## src/rtl/mips_ctrl_pkg.sv

```systemverilog
// -----------------------------------------------------------------------------
// mips_ctrl_pkg
// Shared definitions for the multi-cycle MIPS controller: opcode constants,
// FSM state encodings, datapath select encodings and the packed control word
// produced by the state decoder. The datapath and the bench reuse these.
//
// Configuration macro: BNE_EN -- when defined, opcode 6'b000101 (bne) is a
// legal branch; otherwise it decodes as illegal.
// -----------------------------------------------------------------------------
package mips_ctrl_pkg;

  // Opcodes (IR[31:26])
  localparam logic [5:0] OP_RTYPE = 6'b000000;
  localparam logic [5:0] OP_LW    = 6'b100011;
  localparam logic [5:0] OP_SW    = 6'b101011;
  localparam logic [5:0] OP_BEQ   = 6'b000100;
  localparam logic [5:0] OP_ADDI  = 6'b001000;
  localparam logic [5:0] OP_J     = 6'b000010;
`ifdef BNE_EN
  localparam logic [5:0] OP_BNE   = 6'b000101;
`endif

  // Controller states; 12-15 are unused and recover to FETCH.
  typedef enum logic [3:0] {
    S_FETCH  = 4'd0,
    S_DECODE = 4'd1,
    S_MEMADR = 4'd2,
    S_MEMRD  = 4'd3,
    S_MEMWB  = 4'd4,
    S_MEMWR  = 4'd5,
    S_EXEC   = 4'd6,
    S_ALUWB  = 4'd7,
    S_BRANCH = 4'd8,
    S_JUMP   = 4'd9,
    S_ADDIEX = 4'd10,
    S_ADDIWB = 4'd11
  } state_e;

  // PC source select
  typedef enum logic [1:0] {
    PC_SRC_ALU    = 2'b00,  // ALU result (PC+4)
    PC_SRC_ALUOUT = 2'b01,  // ALUOut (branch target)
    PC_SRC_JUMP   = 2'b10   // {PC[31:28], IR[25:0], 2'b00}
  } pc_src_e;

  // ALU operand B select
  typedef enum logic [1:0] {
    SRC_B_REG     = 2'b00,
    SRC_B_FOUR    = 2'b01,
    SRC_B_IMM     = 2'b10,
    SRC_B_IMM_SH2 = 2'b11
  } alu_src_b_e;

  // ALU operation class
  typedef enum logic [1:0] {
    ALU_ADD   = 2'b00,
    ALU_SUB   = 2'b01,
    ALU_FUNCT = 2'b10
  } alu_op_e;

  // Instruction class derived from the opcode
  typedef enum logic [2:0] {
    OPC_MEM,
    OPC_RTYPE,
    OPC_BRANCH,
    OPC_JUMP,
    OPC_ADDI,
    OPC_ILLEGAL
  } op_class_e;

  // Full control word driven to the datapath
  typedef struct packed {
    logic       pc_en;
    pc_src_e    pc_src;
    logic       iord;
    logic       mem_rd;
    logic       mem_wr;
    logic       ir_wr;
    logic       reg_dst;
    logic       mem_to_reg;
    logic       reg_wr;
    logic       alu_src_a;
    alu_src_b_e alu_src_b;
    alu_op_e    alu_op;
    logic       illegal_op;
  } ctrl_t;

  function automatic op_class_e decode_op(input logic [5:0] opcode);
    op_class_e cls;
    case (opcode)
      OP_LW, OP_SW: cls = OPC_MEM;
      OP_RTYPE:     cls = OPC_RTYPE;
      OP_BEQ:       cls = OPC_BRANCH;
`ifdef BNE_EN
      OP_BNE:       cls = OPC_BRANCH;
`endif
      OP_J:         cls = OPC_JUMP;
      OP_ADDI:      cls = OPC_ADDI;
      default:      cls = OPC_ILLEGAL;
    endcase
    return cls;
  endfunction

endpackage

```

## src/rtl/mc_ctrl_decode.sv

```systemverilog
// -----------------------------------------------------------------------------
// mc_ctrl_decode
// Combinational state-to-control-word decoder for the multi-cycle controller.
// Outputs are Moore-decoded from the state except pc_en/ir_wr in FETCH (gated
// by mem_ready), pc_en in BRANCH (gated by zero) and illegal_op in DECODE.
// The whole word is forced to zero while the controller is held in reset.
//
// Ports:
//   state_i      current FSM state
//   opcode_i     IR[31:26]
//   zero_i       ALU zero flag
//   mem_ready_i  memory access complete this cycle
//   active_i     1 when reset is deasserted
//   ctrl_o       control word to the datapath
//
// Configuration macro: BNE_EN -- BRANCH takes pc_en = ~zero for bne.
// -----------------------------------------------------------------------------
module mc_ctrl_decode
  import mips_ctrl_pkg::*;
(
  input  state_e      state_i,
  input  logic [5:0]  opcode_i,
  input  logic        zero_i,
  input  logic        mem_ready_i,
  input  logic        active_i,
  output ctrl_t       ctrl_o
);

  ctrl_t ctrl;

  always_comb begin
    // NOTE: every field gets a default before the case so no path leaves a
    // signal unassigned, which would otherwise infer a latch.
    ctrl = '0;
    case (state_i)
      S_FETCH: begin
        ctrl.iord      = 1'b0;
        ctrl.mem_rd    = 1'b1;
        ctrl.alu_src_a = 1'b0;
        ctrl.alu_src_b = SRC_B_FOUR;
        ctrl.alu_op    = ALU_ADD;
        ctrl.pc_src    = PC_SRC_ALU;
        // IR and PC load only on the cycle the instruction word arrives.
        ctrl.ir_wr     = mem_ready_i;
        ctrl.pc_en     = mem_ready_i;
      end
      S_DECODE: begin
        // Precompute the branch target while the opcode is decoded.
        ctrl.alu_src_a  = 1'b0;
        ctrl.alu_src_b  = SRC_B_IMM_SH2;
        ctrl.alu_op     = ALU_ADD;
        ctrl.illegal_op = (decode_op(opcode_i) == OPC_ILLEGAL);
      end
      S_MEMADR, S_ADDIEX: begin
        ctrl.alu_src_a = 1'b1;
        ctrl.alu_src_b = SRC_B_IMM;
        ctrl.alu_op    = ALU_ADD;
      end
      S_MEMRD: begin
        ctrl.iord   = 1'b1;
        ctrl.mem_rd = 1'b1;
      end
      S_MEMWB: begin
        ctrl.reg_wr     = 1'b1;
        ctrl.mem_to_reg = 1'b1;
        ctrl.reg_dst    = 1'b0;
      end
      S_MEMWR: begin
        ctrl.iord   = 1'b1;
        ctrl.mem_wr = 1'b1;
      end
      S_EXEC: begin
        ctrl.alu_src_a = 1'b1;
        ctrl.alu_src_b = SRC_B_REG;
        ctrl.alu_op    = ALU_FUNCT;
      end
      S_ALUWB: begin
        ctrl.reg_wr     = 1'b1;
        ctrl.reg_dst    = 1'b1;
        ctrl.mem_to_reg = 1'b0;
      end
      S_BRANCH: begin
        ctrl.alu_src_a = 1'b1;
        ctrl.alu_src_b = SRC_B_REG;
        ctrl.alu_op    = ALU_SUB;
        ctrl.pc_src    = PC_SRC_ALUOUT;
`ifdef BNE_EN
        ctrl.pc_en     = (opcode_i == OP_BNE) ? ~zero_i : zero_i;
`else
        ctrl.pc_en     = zero_i;
`endif
      end
      S_JUMP: begin
        ctrl.pc_src = PC_SRC_JUMP;
        ctrl.pc_en  = 1'b1;
      end
      S_ADDIWB: begin
        ctrl.reg_wr     = 1'b1;
        ctrl.reg_dst    = 1'b0;
        ctrl.mem_to_reg = 1'b0;
      end
      default: ctrl = '0;  // unused encodings drive nothing
    endcase

    // Reset gates the word asynchronously so no request leaks out of FETCH
    // (or an aborted MEMWR) while reset is low.
    if (!active_i) ctrl = '0;
  end

  assign ctrl_o = ctrl;

endmodule

```

## src/rtl/mc_control_fsm.sv

```systemverilog
// -----------------------------------------------------------------------------
// mc_control_fsm
// Main controller of the multi-cycle MIPS core. Holds the state register and
// next-state logic; the control word comes from mc_ctrl_decode. Every memory
// access (FETCH, MEMRD, MEMWR) waits on mem_ready.
//
// Ports:
//   clk        system clock, rising edge
//   reset      asynchronous, active-low reset
//   opcode     IR[31:26], sampled in DECODE, MEMADR and BRANCH
//   zero       ALU zero flag, valid in BRANCH
//   mem_ready  memory access complete this cycle
//   pc_en, pc_src, iord, mem_rd, mem_wr, ir_wr, reg_dst, mem_to_reg, reg_wr,
//   alu_src_a, alu_src_b, alu_op   datapath controls
//   illegal_op one-cycle pulse in DECODE on an unknown opcode
//   state      current state encoding (debug)
//
// Configuration macro: BNE_EN -- bne (6'b000101) is executed as a branch.
// -----------------------------------------------------------------------------
module mc_control_fsm
  import mips_ctrl_pkg::*;
(
  input  logic       clk,
  input  logic       reset,
  input  logic [5:0] opcode,
  input  logic       zero,
  input  logic       mem_ready,
  output logic       pc_en,
  output logic [1:0] pc_src,
  output logic       iord,
  output logic       mem_rd,
  output logic       mem_wr,
  output logic       ir_wr,
  output logic       reg_dst,
  output logic       mem_to_reg,
  output logic       reg_wr,
  output logic       alu_src_a,
  output logic [1:0] alu_src_b,
  output logic [1:0] alu_op,
  output logic       illegal_op,
  output logic [3:0] state
);

  state_e state_q, state_d;
  ctrl_t  ctrl;

  // NOTE: sequential state uses non-blocking assignment so every register
  // samples the pre-edge values of the others.
  always_ff @(posedge clk or negedge reset) begin
    if (!reset) state_q <= S_FETCH;
    else        state_q <= state_d;
  end

  always_comb begin
    state_d = S_FETCH;
    case (state_q)
      S_FETCH:  state_d = mem_ready ? S_DECODE : S_FETCH;
      S_DECODE: begin
        case (decode_op(opcode))
          OPC_MEM:    state_d = S_MEMADR;
          OPC_RTYPE:  state_d = S_EXEC;
          OPC_BRANCH: state_d = S_BRANCH;
          OPC_JUMP:   state_d = S_JUMP;
          OPC_ADDI:   state_d = S_ADDIEX;
          default:    state_d = S_FETCH;  // illegal: flagged, then refetch
        endcase
      end
      S_MEMADR: state_d = (opcode == OP_SW) ? S_MEMWR : S_MEMRD;
      S_MEMRD:  state_d = mem_ready ? S_MEMWB : S_MEMRD;
      S_MEMWR:  state_d = mem_ready ? S_FETCH : S_MEMWR;
      S_EXEC:   state_d = S_ALUWB;
      S_ADDIEX: state_d = S_ADDIWB;
      S_MEMWB, S_ALUWB, S_ADDIWB, S_BRANCH, S_JUMP: state_d = S_FETCH;
      default:  state_d = S_FETCH;
    endcase
  end

  mc_ctrl_decode u_decode (
    .state_i     (state_q),
    .opcode_i    (opcode),
    .zero_i      (zero),
    .mem_ready_i (mem_ready),
    .active_i    (reset),
    .ctrl_o      (ctrl)
  );

  assign pc_en      = ctrl.pc_en;
  assign pc_src     = ctrl.pc_src;
  assign iord       = ctrl.iord;
  assign mem_rd     = ctrl.mem_rd;
  assign mem_wr     = ctrl.mem_wr;
  assign ir_wr      = ctrl.ir_wr;
  assign reg_dst    = ctrl.reg_dst;
  assign mem_to_reg = ctrl.mem_to_reg;
  assign reg_wr     = ctrl.reg_wr;
  assign alu_src_a  = ctrl.alu_src_a;
  assign alu_src_b  = ctrl.alu_src_b;
  assign alu_op     = ctrl.alu_op;
  assign illegal_op = ctrl.illegal_op;
  assign state      = state_q;

endmodule

```

## config.mk

```make
export PLATFORM = sky130hd
export DESIGN_NAME = mc_control_fsm
export DESIGN_NICKNAME = d
export VERILOG_FILES = /design/src/rtl/mips_ctrl_pkg.sv /design/src/rtl/mc_ctrl_decode.sv /design/src/rtl/mc_control_fsm.sv
export SDC_FILE = /design/constraint.sdc
export NUM_CORES = 1
export LEC_CHECK = 0
export ABC_AREA = 1
export BUFFER_PORTS_ARGS = -buffer_cell sky130_fd_sc_hd__buf_2
export CAP_MARGIN = 20
export CORE_UTILIZATION = 39
export CTS_BUF_LIST = sky130_fd_sc_hd__clkbuf_4
export DETAILED_ROUTE_END_ITERATION = 10
export HOLD_SLACK_MARGIN = 0.05
export PLACE_DENSITY = 0.74
export SYNTH_ARGS = -nofsm -noshare
export SYNTH_HDL_FRONTEND = slang
export SYNTH_SLANG_ARGS = --single-unit
```

## constraint.sdc

```tcl
create_clock -name clk -period 1.56 [get_ports clk]
set_input_delay 0.312 -clock clk [delete_from_list [all_inputs] [get_ports clk]]
set_output_delay 0.312 -clock clk [all_outputs]
set_load 0.1 [all_outputs]
```

==> results of run 1 <==
[synth_stat cells]
| cell type | instances |
|---|---|
| sky130_fd_sc_hd__nand2_1 | 28 |
| sky130_fd_sc_hd__nand3b_1 | 1 |
| sky130_fd_sc_hd__clkinv_1 | 1 |
| sky130_fd_sc_hd__inv_1 | 16 |
| sky130_fd_sc_hd__a31oi_1 | 1 |
| sky130_fd_sc_hd__clkbuf_1 | 1 |
| sky130_fd_sc_hd__nor2_2 | 3 |
| sky130_fd_sc_hd__nor4_1 | 1 |
| sky130_fd_sc_hd__nor2_1 | 22 |
| sky130_fd_sc_hd__dfrtp_1 | 4 |
| sky130_fd_sc_hd__nand4_1 | 1 |
| sky130_fd_sc_hd__inv_2 | 1 |
| sky130_fd_sc_hd__a21oi_1 | 5 |
| sky130_fd_sc_hd__o211ai_1 | 1 |
| sky130_fd_sc_hd__nand2_2 | 2 |
| sky130_fd_sc_hd__nand3_1 | 12 |
| sky130_fd_sc_hd__o21ai_1 | 1 |
| sky130_fd_sc_hd__nor2_4 | 2 |
| sky130_fd_sc_hd__nor3_1 | 3 |
[through the flow]
step / hold WS [ps] / std cells
after global placement: 213 / 164
after floorplan: 16.4 / 106
[kinds of logic after synthesis]
| logic type | Yosys count |
|---|---|
| DFF | 4 |
| AOI/OAI and AO/OA | 8 |
| buffers and inverters | 19 |
| and+or+nand+nor | 75 |
==> results.json, run 1 <==
{
  "synth_top_cell_area_share_pct": 19.0,
  "synth_top_family_by_area": "simple AND/OR/NAND/NOR gates",
  "synth-seq-cells": 4,
  "haltStage": "detailed placement",
  "synth.net_count": 116,
  "top_level_ports": 30,
  "synthCells": 106,
  "rows": 13,
  "synthAdderAreaFrac_pct": 0,
  "port-buffer-count": 29,
  "seq_area_frac_synth_pct": 18.1,
  "synth_compound_gate_area_share_pct": 7.94,
  "postSynthAreaPerCell_um2": 5.21,
  "run.stop_error": "[ERROR DPL-0038] Utilization greater than 100%, impossible to legalize",
  "ys_types": 19,
  "yosys_warnings": 0,
  "synth_top_cell_by_area": "sky130_fd_sc_hd__nand2_1",
  "synth_simple_gate_area_share_pct": 61.0,
  "synth_area_leaders": "sky130_fd_sc_hd__nand2_1 19%, sky130_fd_sc_hd__dfrtp_1 18%, sky130_fd_sc_hd__nor2_1 15%",
  "die_w_um": 39.6,
  "die_height_um": 39.6,
  "start_util_pct": 42.4,
  "post_synth_mux_area_share_pct": 0,
  "place.gp.congestion": 0.884,
  "status": "did not finish",
  "mappedNetlistArea_um2": 552,
  "synthXorXnorAreaFrac_pct": 0
}
==> inputs of run 2 (changes only) <==
--- a/config.mk
+++ b/config.mk
@@ -8,11 +8,10 @@
 export ABC_AREA = 1
 export BUFFER_PORTS_ARGS = -buffer_cell sky130_fd_sc_hd__buf_2
 export CAP_MARGIN = 20
-export CORE_UTILIZATION = 39
-export CTS_BUF_LIST = sky130_fd_sc_hd__clkbuf_4
+export CORE_AREA = 2 2 63 65
 export DETAILED_ROUTE_END_ITERATION = 10
-export HOLD_SLACK_MARGIN = 0.05
-export PLACE_DENSITY = 0.74
+export DIE_AREA = 0 0 65 67
+export PLACE_DENSITY_LB_ADDON = 0.15
 export SYNTH_ARGS = -nofsm -noshare
 export SYNTH_HDL_FRONTEND = slang
 export SYNTH_SLANG_ARGS = --single-unit
==> run 2 against run 1 <==
  * The flow now finishes, with violations (setup timing)
  * Synthesized cell count unchanged
  * Synthesized area unchanged
==> results.json, run 2 <==
{
  "status": "complete, but fails checks",
  "violations": "setup timing",
  "timing.hold.worst.class": "primary input to asynchronous set/reset pin",
  "synth_top_flop_cell": "sky130_fd_sc_hd__dfrtp_1",
  "synthXorXnorAreaFrac_pct": 0,
  "synth-seq-cells": 4,
  "n_antenna_cell": 0,
  "slew_headroom_pct": 80.6,
  "worstPathArrival_ps": 1520,
  "via_per_inst": 4.15,
  "postSynthAreaPerCell_um2": 5.21,
  "hold_ws_ps": 16.8,
  "rows": 22,
  "timing.critical_path.cells": "nor2_4 > buf_4 > nand3_4 > a21oi_4 > buf_12",
  "seq_area_frac_synth_pct": 18.1,
  "fin_worst_skew_ps": 1.35,
  "cpLargestDelayFamily": "flip-flops",
  "final_layout_size_suffix_gt1_share_pct": 68.2,
  "grt_setup_unrepaired": "true",
  "worstSkewPairLatency_ps": 220,
  "r2r.worst_path.cells": 10,
  "power.ir.vdd_worst_mv": 0.550,
  "synth.net_count": 116,
  "synthCells": 106,
  "ys_types": 19,
  "synth_simple_gate_area_share_pct": 61.0,
  "crit_path_category": "flip-flop to output pin",
  "die_w_um": 65,
  "async_reset_ff_share_pct": 100,
  "worst-slew-pin-transition_ps": 290,
  "crit_slowest_cell": "sky130_fd_sc_hd__dfrtp_4",
  "cts_hold_buf": 0,
  "remaining_drc_errors": 0,
  "synth_compound_gate_area_share_pct": 7.94,
  "reg2reg_to": "state[0]",
  "first_pass_iters": 4,
  "crit_fanout": 5,
  "cp_num_buf_inv": 2,
  "reg2reg_from": "state[3]",
  "synthAdderAreaFrac_pct": 0,
  "drc_marker_count_from_the_first_detailed_route_iteration": 29,
  "tritoncts_clock_tree": "built",
  "most_frequent_standard_cell_in_the_layout_excluding_fill_and_tap_cells": "sky130_fd_sc_hd__buf_4",
  "cap_viol_max_count": 0,
  "fin_crit_sh_pct": 117,
  "vias_in_the_first_global_route": 943,
  "fin_ws_ps": -271,
  "core_area_mm2": 0.00361,
  "setup_tns_ps": -3290,
  "yosys_warnings": 0,
  "port-buffer-count": 29,
  "netlist_top_cells_count": "28 x sky130_fd_sc_hd__nand2_1, 22 x sky130_fd_sc_hd__nor2_1, 16 x sky130_fd_sc_hd__inv_1",
  "hold_viol": 0,
  "globalRouteTotalUtil_pct": 12.8,
  "post_synth_edffs": 0,
  "synth_area_leaders": "sky130_fd_sc_hd__nand2_1 19%, sky130_fd_sc_hd__dfrtp_1 18%, sky130_fd_sc_hd__nor2_1 15%",
  "antenna_left": 0,
  "start_util_pct": 15.3,
  "max_clock_buf_depth": 2,
  "critPathLaunchType": "flip-flop",
  "max_stage_delay_ps": 500,
  "floorplan.die_area_mm2": 0.00436,
  "grt-ovfl-total": 0,
  "top_level_ports": 30,
  "cts_made_buffers": 3,
  "post-route-min-period_ps": 1830,
  "pre_cts_ws_ps": -65.8,
  "first_pass_grt_wire_length_um": 4180,
  "cts_root_buffer": "sky130_fd_sc_hd__clkbuf_8",
  "endpoints_failing_setup": 16,
  "die_height_um": 67,
  "cp-end-kind": "output pin",
  "post_synth_mux_area_share_pct": 0,
  "crit_end": "pc_en",
  "avgRoutedWirePerCell_um": 11.3,
  "area.growth.synth_to_final_pct": 231,
  "clk_pin_slew_ps": 30,
  "timing.final.max_slew_violations": 0,
  "top_count_cell_post_synth": "sky130_fd_sc_hd__nand2_1",
  "synth_top_family_by_area": "simple AND/OR/NAND/NOR gates",
  "peak_clock_frequency_supported_by_timing_mhz": 546,
  "largest_register_ffs": 4,
  "dp.final_hpwl_um": 1970,
  "routed_wl_um": 2580,
  "synth_top_cell_by_area": "sky130_fd_sc_hd__nand2_1",
  "timing_startpoint_of_the_critical_path": "state[2]",
  "power_density_mw_per_mm2": 1380,
  "mappedNetlistArea_um2": 552,
  "synth_top_cell_area_share_pct": 19.0,
  "place.gp.congestion": 0.814,
  "critical_path_cell_count": 5,
  "cts.sink_count": 4,
  "finish.net_count": 191,
  "dr_total_vias": 941,
  "worst-r2r-setup-slack_ps": 10,
  "leakage_nw": 0.856,
  "worst_ep_required_time_ps": 1250,
  "grt_start_max_net_pins": 8,
  "layout.cells.most_common_list": "26 x sky130_fd_sc_hd__buf_4, 22 x sky130_fd_sc_hd__buf_12, 15 x sky130_fd_sc_hd__nand2_1",
  "initial_antenna_violation_count": 0,
  "h_tree_depth_reported_by_cts": 1
}
[run 2: cell counts after synthesis]
Identical to the previous run, type by type.
[run 2: layout make-up]
type | count | area, um^2
tap | 48 | 60.1
multi-input combinational | 83 | 682
clock buffer | 3 | 41.3
fill | 336 | 1780
sequential | 4 | 115
timing repair buffer | 71 | 838
inverter | 18 | 87.6
[run 2: worst min-delay path by stage]
stage                    end  slack [ps]  depth (start not counted)
detailed placement  state[0]         230                          2
finish              state[0]          20                          2
floorplan           state[0]          20                          0
global placement    state[1]         250                          2
global route        state[2]          20                          2
CTS                 state[3]          10                          2
[run 2: metal layers]
metal	wire length (um)	GRT usage (%)
met5	0	0
met4	33	5.05
met3	154	2.87
met2	1450	23.3
met1	940	14.5
[run 2: worst reg2reg max path, delay by kind of cell, from the launching register on]
family	cells	cell delay (ps)
flip-flops	1	510
AND/OR/NAND/NOR	6	430
buffers and inverters	4	460
[run 2: cell families after synthesis]
kind of cell / after synthesis
AOI/OAI and AO/OA: 8
buffers and inverters: 19
DFF: 4
and+or+nand+nor: 75
[run 2: repair_timing]
| action | 4_1_cts | 5_1_grt |
|---|---|---|
| buffers inserted | 8 | 9 |
| endpoints found under the setup margin | 16 | 18 |
| cloned | 0 | 0 |
| endpoints found under the hold margin | 0 | 0 |
| pin swaps | 15 | 11 |
| resized for setup | 27 | 14 |
[run 2: stage by stage]
step           cell area (um^2)  power [mW]  utilization [%]  cells
5_1_grt                    1820        2.63             50.6    227
4_1_cts                    1690        2.25             46.9    219
6_report                   1820        2.52             50.6    227
2_1_floorplan               785        1.20                -    106
3_5_place_dp               1490        1.83             41.3    208
3_3_place_gp               1490        1.82             41.3    208
[run 2: report_power, final]
part           internal (mW)  total (mW)  switching, mW
logic                  0.894        2.11           1.22
registers              0.146       0.197         0.0515
clock network          0.164       0.215         0.0508
No activity file was read; power rests on OpenSTA's default activity.
